**config.mk**
```make
export PLATFORM = sky130hd
export DESIGN_NAME = vt52_command_handler
export DESIGN_NICKNAME = d
export VERILOG_FILES = /design/src/rtl/vt52_command_handler.sv
export SDC_FILE = /design/constraint.sdc
export NUM_CORES = 1
export LEC_CHECK = 0
export CORE_ASPECT_RATIO = 0.6
export CORE_MARGIN = 1.5
export CORE_UTILIZATION = 47
export CTS_CLUSTER_SIZE = 14
export DETAILED_ROUTE_END_ITERATION = 10
export HOLD_SLACK_MARGIN = 0.15
export PLACE_DENSITY = 0.69
export SKIP_CTS_REPAIR_TIMING = 1
export SLEW_MARGIN = 5
export SYNTH_ARGS = -nofsm -noshare
export SYNTH_HDL_FRONTEND = slang
export SYNTH_SLANG_ARGS = --single-unit
export TNS_END_PERCENT = 10
```
**constraint.sdc**
```tcl
create_clock -name clk -period 2.9 [get_ports clk]
set_input_delay 0.58 -clock clk [delete_from_list [all_inputs] [get_ports clk]]
set_output_delay 0.58 -clock clk [all_outputs]
set_load 0.005 [all_outputs]
```
**src/rtl/vt52_command_handler.sv**
```systemverilog
// VT52 host-byte interpreter: printable bytes, C0 controls and ESC sequences become buffer writes,
// scroll requests and cursor moves. Define VT52_IDENTIFY_EN to answer ESC Z on the tx port.
module vt52_command_handler #(
    parameter int ADDR_BITS = 11,
    parameter int COLS      = 80,
    parameter int ROWS      = 25
) (
    input  logic                 clk,
    input  logic                 reset,
    input  logic [7:0]           data,
    input  logic                 valid,
    output logic                 ready,
    output logic [7:0]           buffer_din,
    output logic [ADDR_BITS-1:0] buffer_waddr,
    output logic                 buffer_wen,
    output logic                 scroll,
    input  logic                 scroll_done,
    output logic [6:0]           cursor_x,
    output logic [4:0]           cursor_y,
    output logic [7:0]           tx_data,
    output logic                 tx_valid,
    input  logic                 tx_ready
);
    typedef enum logic [2:0] {
        NORMAL      = 3'd0,
        ESC         = 3'd1,
        Y_ROW       = 3'd2,
        Y_COL       = 3'd3,
        ERASE       = 3'd4,
        SCROLL_WAIT = 3'd5,
        IDENT       = 3'd6
    } state_t;

    localparam logic [6:0]           COL_MAX    = 7'(COLS - 1);
    localparam logic [4:0]           ROW_MAX    = 5'(ROWS - 1);
    localparam logic [ADDR_BITS-1:0] SCREEN_END = ADDR_BITS'(ROWS * COLS - 1);

    state_t               state_r, state_s;
    logic [6:0]           cursor_x_r, cursor_x_s;
    logic [4:0]           cursor_y_r, cursor_y_s;
    logic [4:0]           row_r, row_s;
    logic [7:0]           din_r, din_s;
    logic [ADDR_BITS-1:0] waddr_r, waddr_s;
    logic                 wen_r, wen_s;
    logic                 scroll_r, scroll_s;
    logic [ADDR_BITS-1:0] erase_addr_r, erase_addr_s;
    logic [ADDR_BITS-1:0] erase_end_r, erase_end_s;
    logic [7:0]           tx_data_r, tx_data_s;
    logic                 tx_valid_r, tx_valid_s;
    logic [1:0]           id_idx_r, id_idx_s;

    logic                 ready_s, accept_s, printable_s;
    logic [ADDR_BITS-1:0] row_base_s, cur_addr_s, row_end_s;
    logic [6:0]           x_inc_s, x_dec_s, x_tab_s, col_val_s;
    logic [4:0]           y_inc_s, y_dec_s, row_val_s;
    logic [7:0]           tab_raw_s, offs_s;

    // Byte acceptance is a pure decode of the state
    always_comb begin
        case (state_r)
            NORMAL, ESC, Y_ROW, Y_COL: ready_s = 1'b1;
            default:                   ready_s = 1'b0;
        endcase
    end

    // Cursor arithmetic shared by controls, escapes and direct addressing
    always_comb begin
        accept_s    = valid && ready_s;
        printable_s = (data >= 8'h20) && (data != 8'h7F);
        row_base_s  = ADDR_BITS'(cursor_y_r) * ADDR_BITS'(COLS);
        cur_addr_s  = row_base_s + ADDR_BITS'(cursor_x_r);
        row_end_s   = row_base_s + ADDR_BITS'(COLS - 1);
        x_inc_s     = (cursor_x_r >= COL_MAX) ? COL_MAX : cursor_x_r + 7'd1;
        x_dec_s     = (cursor_x_r == 7'd0) ? 7'd0 : cursor_x_r - 7'd1;
        y_inc_s     = (cursor_y_r >= ROW_MAX) ? ROW_MAX : cursor_y_r + 5'd1;
        y_dec_s     = (cursor_y_r == 5'd0) ? 5'd0 : cursor_y_r - 5'd1;
        tab_raw_s   = {1'b0, cursor_x_r | 7'd7} + 8'd1;
        x_tab_s     = (tab_raw_s > {1'b0, COL_MAX}) ? COL_MAX : tab_raw_s[6:0];
        offs_s      = data - 8'h20;
        // ESC Y coordinates are biased by 0x20; anything below the bias pins to 0
        if (data < 8'h20) begin
            row_val_s = 5'd0;
            col_val_s = 7'd0;
        end else begin
            row_val_s = (offs_s > {3'b000, ROW_MAX}) ? ROW_MAX : offs_s[4:0];
            col_val_s = (offs_s > {1'b0, COL_MAX}) ? COL_MAX : offs_s[6:0];
        end
    end

    // Next-state and next-output decode
    always_comb begin
        state_s      = state_r;
        cursor_x_s   = cursor_x_r;
        cursor_y_s   = cursor_y_r;
        row_s        = row_r;
        din_s        = din_r;
        waddr_s      = waddr_r;
        wen_s        = 1'b0;
        scroll_s     = 1'b0;
        erase_addr_s = erase_addr_r;
        erase_end_s  = erase_end_r;
        tx_data_s    = tx_data_r;
        tx_valid_s   = tx_valid_r;
        id_idx_s     = id_idx_r;
        case (state_r)
            NORMAL: begin
                if (accept_s && printable_s) begin
                    din_s      = data;
                    waddr_s    = cur_addr_s;
                    wen_s      = 1'b1;
                    cursor_x_s = x_inc_s;
                end else if (accept_s) begin
                    case (data)
                        8'h0D: cursor_x_s = 7'd0;
                        8'h08: cursor_x_s = x_dec_s;
                        8'h09: cursor_x_s = x_tab_s;
                        8'h0A: begin
                            if (cursor_y_r < ROW_MAX) begin
                                cursor_y_s = y_inc_s;
                            end else begin
                                scroll_s = 1'b1;
                                state_s  = SCROLL_WAIT;
                            end
                        end
                        8'h1B:   state_s = ESC;
                        default: state_s = NORMAL;
                    endcase
                end else begin
                    state_s = NORMAL;
                end
            end
            ESC: begin
                if (accept_s) begin
                    state_s = NORMAL;
                    case (data)
                        8'h41: cursor_y_s = y_dec_s;
                        8'h42: cursor_y_s = y_inc_s;
                        8'h43: cursor_x_s = x_inc_s;
                        8'h44: cursor_x_s = x_dec_s;
                        8'h48: begin
                            cursor_x_s = 7'd0;
                            cursor_y_s = 5'd0;
                        end
                        // Reverse index without reverse scroll behaves like cursor up
                        8'h49: cursor_y_s = y_dec_s;
                        8'h59: state_s = Y_ROW;
                        8'h4A: begin
                            state_s      = ERASE;
                            erase_addr_s = cur_addr_s;
                            erase_end_s  = SCREEN_END;
                        end
                        8'h4B: begin
                            state_s      = ERASE;
                            erase_addr_s = cur_addr_s;
                            erase_end_s  = row_end_s;
                        end
                        8'h5A: begin
`ifdef VT52_IDENTIFY_EN
                            state_s    = IDENT;
                            tx_valid_s = 1'b1;
                            tx_data_s  = 8'h1B;
                            id_idx_s   = 2'd0;
`else
                            state_s = NORMAL;
`endif
                        end
                        default: state_s = NORMAL;
                    endcase
                end else begin
                    state_s = ESC;
                end
            end
            Y_ROW: begin
                if (accept_s) begin
                    row_s   = row_val_s;
                    state_s = Y_COL;
                end else begin
                    state_s = Y_ROW;
                end
            end
            Y_COL: begin
                if (accept_s) begin
                    cursor_y_s = row_r;
                    cursor_x_s = col_val_s;
                    state_s    = NORMAL;
                end else begin
                    state_s = Y_COL;
                end
            end
            ERASE: begin
                din_s   = 8'h20;
                waddr_s = erase_addr_r;
                wen_s   = 1'b1;
                if (erase_addr_r == erase_end_r) begin
                    state_s = NORMAL;
                end else begin
                    erase_addr_s = erase_addr_r + {{(ADDR_BITS-1){1'b0}}, 1'b1};
                end
            end
            SCROLL_WAIT: begin
                if (scroll_done) begin
                    state_s = NORMAL;
                end else begin
                    state_s = SCROLL_WAIT;
                end
            end
            IDENT: begin
                if (tx_valid_r && tx_ready) begin
                    case (id_idx_r)
                        2'd0: begin
                            tx_data_s = 8'h2F;
                            id_idx_s  = 2'd1;
                        end
                        2'd1: begin
                            tx_data_s = 8'h4B;
                            id_idx_s  = 2'd2;
                        end
                        default: begin
                            tx_valid_s = 1'b0;
                            id_idx_s   = 2'd0;
                            state_s    = NORMAL;
                        end
                    endcase
                end else begin
                    state_s = IDENT;
                end
            end
            default: state_s = NORMAL;
        endcase
    end

    // State and output registers
    always_ff @(posedge clk) begin
        if (reset) begin
            state_r      <= NORMAL;
            cursor_x_r   <= 7'd0;
            cursor_y_r   <= 5'd0;
            row_r        <= 5'd0;
            din_r        <= 8'h20;
            waddr_r      <= {ADDR_BITS{1'b0}};
            wen_r        <= 1'b0;
            scroll_r     <= 1'b0;
            erase_addr_r <= {ADDR_BITS{1'b0}};
            erase_end_r  <= {ADDR_BITS{1'b0}};
            tx_data_r    <= 8'h00;
            tx_valid_r   <= 1'b0;
            id_idx_r     <= 2'd0;
        end else begin
            state_r      <= state_s;
            cursor_x_r   <= cursor_x_s;
            cursor_y_r   <= cursor_y_s;
            row_r        <= row_s;
            din_r        <= din_s;
            waddr_r      <= waddr_s;
            wen_r        <= wen_s;
            scroll_r     <= scroll_s;
            erase_addr_r <= erase_addr_s;
            erase_end_r  <= erase_end_s;
            tx_data_r    <= tx_data_s;
            tx_valid_r   <= tx_valid_s;
            id_idx_r     <= id_idx_s;
        end
    end

    assign ready        = ready_s;
    assign buffer_din   = din_r;
    assign buffer_waddr = waddr_r;
    assign buffer_wen   = wen_r;
    assign scroll       = scroll_r;
    assign cursor_x     = cursor_x_r;
    assign cursor_y     = cursor_y_r;
`ifdef VT52_IDENTIFY_EN
    assign tx_data      = tx_data_r;
    assign tx_valid     = tx_valid_r;
`else
    assign tx_data      = 8'h00;
    assign tx_valid     = 1'b0;
`endif

endmodule
```
### Word-level counts from Yosys, hierarchy flattened

Cells that the tools add are included.

* word-level logic and storage cells: 139
* memories kept: 0
* memory bits (writable): 0
* latch bits: 0
* flip-flop bits (word level): 63
* ROM bits: 0
* output and inout port bits: 43

* equality and inequality tests: 38
* mux-type cells: 48
* shifts and indexed selects: 0
* multiply operators: 1
* reductions and logical operators: 22
* add/subtract/negate cells: 9
* bitwise gates (word level): 3
* divide/modulo/power cells: 0
* order comparisons: 8

Operators by type and width (number)
* $eq 8x7->1 const B: 9
* $pmux 11 s2: 3
* $mux 7: 9
* $pmux 7 s3: 3
* $mux 5: 10
* $mux 11: 4
* $eq 8x4->1 const B: 4
* $pmux 5 s3: 2
* $pmux 3 s7: 1
* $mux 3: 6
* $ne 2x2->1 const B: 9
* $gt 8x7->1 const B: 2
* $pmux 8 s2: 1
* $add 11x1->11 const B: 1
* $add 11x7->11: 1
* $add 11x7->11 const B: 1
* $eq 11x11->1: 1
* $eq 3x3->1 const B: 3
* $pmux 3 s3: 1
* $add 7x1->8 const B: 1
* $eq 8x5->1 const B: 1
* $ge 8x6->1 const B: 1
* $gt 8x5->1 const B: 1
* $lt 8x6->1 const B: 1
* other kinds (39): 53

### Depth between registers and ports, before layout

* depth after elaboration: 7
* mapped depth: 9
* gate-level depth less buffers: 9

### Least setup slack after synthesis

OpenSTA, ideal clock, no wires.

* kind: reg2reg
* start point: reg cursor_y_r[1] (netlist: cursor_y[1])
* end point: reg erase_addr_r[10]
* stages on the path, launching flop included: 9
* arrival: 2298 ps
* setup slack: 509 ps
* library setup time: 92 ps
* cell sequence: dfxtp_1 > ha_1 > ha_1 > fa_1 > clkbuf_1 > o2111ai_1 > xnor2_1 > a21oi_1 > o32ai_1

* longest elaborated chain between the ends: 5

RTL lines
* from (decl): line 40 `logic [4:0] cursor_y_r, cursor_y_s;`
* from (signal assigned): line 251 `cursor_y_r <= cursor_y_s;`
* $mul 5x3->7: line 70 `row_base_s = ADDR_BITS'(cursor_y_r) * ADDR_BITS'(COLS);`
* $add 11x7->11: line 71 `cur_addr_s = row_base_s + ADDR_BITS'(cursor_x_r);`
* $mux 11: line 135 `case (data)`
* $mux 11: line 133 `if (accept_s) begin`
* $pmux 11 s2: line 105 `case (state_r)`
* to (signal assigned): line 243 `erase_addr_r <= {ADDR_BITS{1'b0}};`
* to (signal assigned): line 257 `erase_addr_r <= erase_addr_s;`
* to (decl): line 46 `logic [ADDR_BITS-1:0] erase_addr_r, erase_addr_s;`

No other way between the ends. The select of a mux whose other input is x is not followed.
A chain may end at the register's enable or synchronous reset.

### Worst setup path after layout

* start point: in data[4]
* end point: reg cursor_x_r[4] (netlist: cursor_x[4])

* longest elaborated chain between the ends: 6
* elaborated cells on any way between the ends: 26
* those cells by class: add/sub: 1; order compare: 3; eq/ne: 10; mux: 9; reduce/logical: 3

RTL lines
* from (decl): line 10 `input logic [7:0] data,`
* $sub 8x6->8: line 79 `offs_s = data - 8'h20;`
* $gt 8x7->1: line 86 `col_val_s = (offs_s > {1'b0, COL_MAX}) ? COL_MAX : offs_s[6:0];`
* $mux 7: line 86
* $mux 7: line 81 `if (data < 8'h20) begin`
* $mux 7: line 182 `if (accept_s) begin`
* $pmux 7 s3: line 105
* to (signal assigned): line 250 `cursor_x_r <= cursor_x_s;`
* to (decl): line 39 `logic [6:0] cursor_x_r, cursor_x_s;`

Parallel ways exist; a longest one is shown, timed or not. The select of a mux whose other input is x is not followed.

==> results.json <==
{
  "status": "completed",
  "stdcell_count": 774,
  "synth.most_common_cell": "nand2_1",
  "slew_headroom_pct": 47.8,
  "dieArea_um2": 10300,
  "crit_path_max_incr_delay_ns": 0.57,
  "critPathBufInv": 2,
  "r2r_end": "erase_addr_r[8]$_SDFFE_PP0P_",
  "crit_path_end": "cursor_x[4]$_SDFFE_PP0P_",
  "die_w_um": 130,
  "cp_num_cells": 8,
  "drt-initial-drc-count": 531,
  "max_cap_viol_count": 0,
  "rsz0062_at_grt": "false",
  "synth_cell_types": 87,
  "stdcell_area_um2": 5510,
  "peakVddDrop_mv": 0.286,
  "power.density_nw_per_um2": 434,
  "firstDrtPassIters": 5,
  "ys.flop_type": "dfxtp_1",
  "synth_top_area_cell": "dfxtp_1",
  "crit_chain": "clkdlybuf4s50_1, nor4_1, nand3_1, and2_2, a221oi_4, buf_4, o311a_2, nor2_1",
  "viasPerCell": 6.13,
  "start_util_pct": 49.2,
  "htreeDepth": 3,
  "synth.ff_latch_count": 60,
  "finalNetCount": 676,
  "grt_max_degree": 49,
  "antenna_found_initial": 0,
  "first_global_vias": 4209,
  "diodes": 0,
  "fin_skew_ns": 0.00385,
  "cts-root-buf": "clkbuf_16",
  "synth_edf_count": 0,
  "ys_warn_count": 0,
  "cp_data_arrival_time_ns": 2.90,
  "vias": 4742,
  "drc_errors": 0,
  "startpoint_type": "primary input",
  "clk_pin_slew_ns": 0.06,
  "period_share_pct": 92.4,
  "drive_gt1_share_pct": 13.0,
  "syn_to_final_growth_pct": 20.6,
  "timing.rr.start": "cursor_x[4]$_SDFFE_PP0P_",
  "async_flop_share_pct": 0,
  "max_freq_mhz": 373,
  "cts_tree": "built",
  "yosysSeqAreaShare_pct": 26.3,
  "critPathKind": "in -> reg",
  "period_minus_slack_ns": 2.68,
  "die_h_um": 79.4,
  "rows": 27,
  "cts.sinks": 60,
  "wirelength_um": 14300,
  "finalHoldViolCount": 0,
  "clock_latency_ns": 0.33,
  "reg2regPathDepth": 9,
  "critPathSlowestCell": "clkdlybuf4s50_1",
  "crit_family": "simple AND/OR/NAND/NOR gates",
  "clock_path_buffers": 2,
  "drv_slew": 0,
  "netlist_area_um2": 4570,
  "worstPathRequired_ns": 3.12,
  "grt-ovfl-total": 0,
  "hp-class": "reg -> reg",
  "syn_avg_cell_area_um2": 7.74,
  "r2r_setup_slack_ns": 0.31,
  "ioPinCount": 56,
  "cts_made_buffers": 9,
  "final_antenna_net_count": 0,
  "crit_fanout": 10,
  "placedInstanceArea_um2": 5180,
  "wl_per_cell_um": 18.4,
  "synth_area_leaders": "dfxtp_1 (26%), ha_1 (6.0%), nand2_1 (5.0%), nor2_1 (4.8%), a21oi_1 (4.6%)",
  "leakage_nw": 2.15,
  "synth_common_cells": "nand2_1 (61), dfxtp_1 (60), nor2_1 (59)",
  "io_buffers": 45,
  "syn_inst": 590,
  "yosys.area.top_type_share_pct": 26.3,
  "fillers": 832,
  "finalSetupViolCount": 0,
  "grt_first_pass_wirelength_um": 22600,
  "grt_use_total_pct": 28.9,
  "crit_path_end_kind": "flop",
  "dpl.cell_count": 758,
  "startpoint": "data[4]",
  "place_congestion": 0.993,
  "worstMarginPinSlew_ns": 0.780,
  "dp_hpwl_um": 10400,
  "core_area_um2": 9290
}
-- stage by stage --
step | TNS, ns | utilization, % | worst slack, ns | power, mW | hold WS, ns
floorplan | 0 | - | 0.509 | 1.10 | 0.455
global placement | 0 | 55.8 | 0.0284 | 1.23 | 0.456
detailed placement | -0.0499 | 55.8 | -0.0346 | 1.23 | 0.458
CTS | 0 | 59.3 | 0.311 | 2.39 | 0.466
global route | 0 | 59.3 | 0.150 | 2.48 | 0.483
finish | 0 | 59.3 | 0.220 | 2.39 | 0.463
-- layout by cell type, fill, tap and decap left out, types with 4 or more instances in the layout --
cell type and instances:
a211oi_1 6, a21o_1 5, a21oi_1 42, a311oi_1 13, a31oi_1 12, and3_1 6
buf_4 37, clkbuf_16 9, clkdlybuf4s50_1 44, conb_1 9, dfxtp_1 60, ha_1 22
inv_1 19, mux2i_1 4, nand2_1 61, nand2b_1 4, nand3_1 29, nand3b_1 4
nand4_1 6, nor2_1 59, nor3_1 14, nor3b_1 4, nor4_1 4, o211ai_1 5
o21ai_0 40, o21ai_1 5, o22ai_1 8, xnor2_1 15, xor2_1 14
-- cell type report --
cell class | count | area [um2] | share of cell area, %
Clock buffer | 9 | 225 | 4.09
Tap cell | 130 | 163 | 2.95
Inverter | 20 | 75.1 | 1.36
Timing Repair Buffer | 83 | 743 | 13.5
Multi-Input combinational cell | 465 | 3000 | 54.5
Clock inverter | 7 | 98.8 | 1.79
Sequential cell | 60 | 1200 | 21.8
-- report_power, final --
group          internal [mW]  switching (mW)
clock                  0.756           0.412
sequential             0.847          0.0295
combinational          0.152           0.193
-- registers in the layout (all words and copies together), names as in the netlist --
name and flops:
cursor_y 5, buffer_waddr 11, cursor_x 7, state_r 3
row_r 5, buffer_wen 1, buffer_din 8, scroll 1
erase_end_r 8, erase_addr_r 11
-- how the worst min path moves through the flow --
stage	startpoint	endpoint	slack, ns	cells after the start
2_1_floorplan	row_r[4]$_SDFFE_PP0P_	row_r[4]$_SDFFE_PP0P_	0.46	2
3_3_place_gp	buffer_din[3]$_SDFFE_PP0P_	buffer_din[3]$_SDFFE_PP0P_	0.46	2
3_5_place_dp	buffer_din[3]$_SDFFE_PP0P_	buffer_din[3]$_SDFFE_PP0P_	0.46	2
4_1_cts	buffer_din[3]$_SDFFE_PP0P_	buffer_din[3]$_SDFFE_PP0P_	0.47	2
5_1_grt	buffer_din[1]$_SDFFE_PP0P_	buffer_din[1]$_SDFFE_PP0P_	0.48	2
6_report	buffer_din[3]$_SDFFE_PP0P_	buffer_din[3]$_SDFFE_PP0P_	0.46	2
-- routing by layer --
metal,track usage [%],part of all wire (%)
met5,0,0
met4,5.22,1.2
met3,8.29,10
met2,38.8,39
met1,44.7,50
-- kinds of logic after synthesis --
kind of cell             after synthesis  share of synthesized area (%)
multiplexers                           5                           1.12
AO/OA/AOI/OAI                        174                           25.8
AND/OR/NAND/NOR                      224                           25.6
adder cells (fa/ha/maj)               24                           6.90
XOR/XNOR                              29                           5.56
buffers and inverters                 73                           8.65
flip-flops                            60                           26.3
other                                  1                         0.0821
-- worst min-delay path: cells and delay by family, from the launching register on --
kind	cells	cell delay (ns)
DFF	1	0.30
and+or+nand+nor	1	0.06
AOI/OAI and AO/OA	1	0.05
No activity file was read; power rests on OpenSTA's default activity.
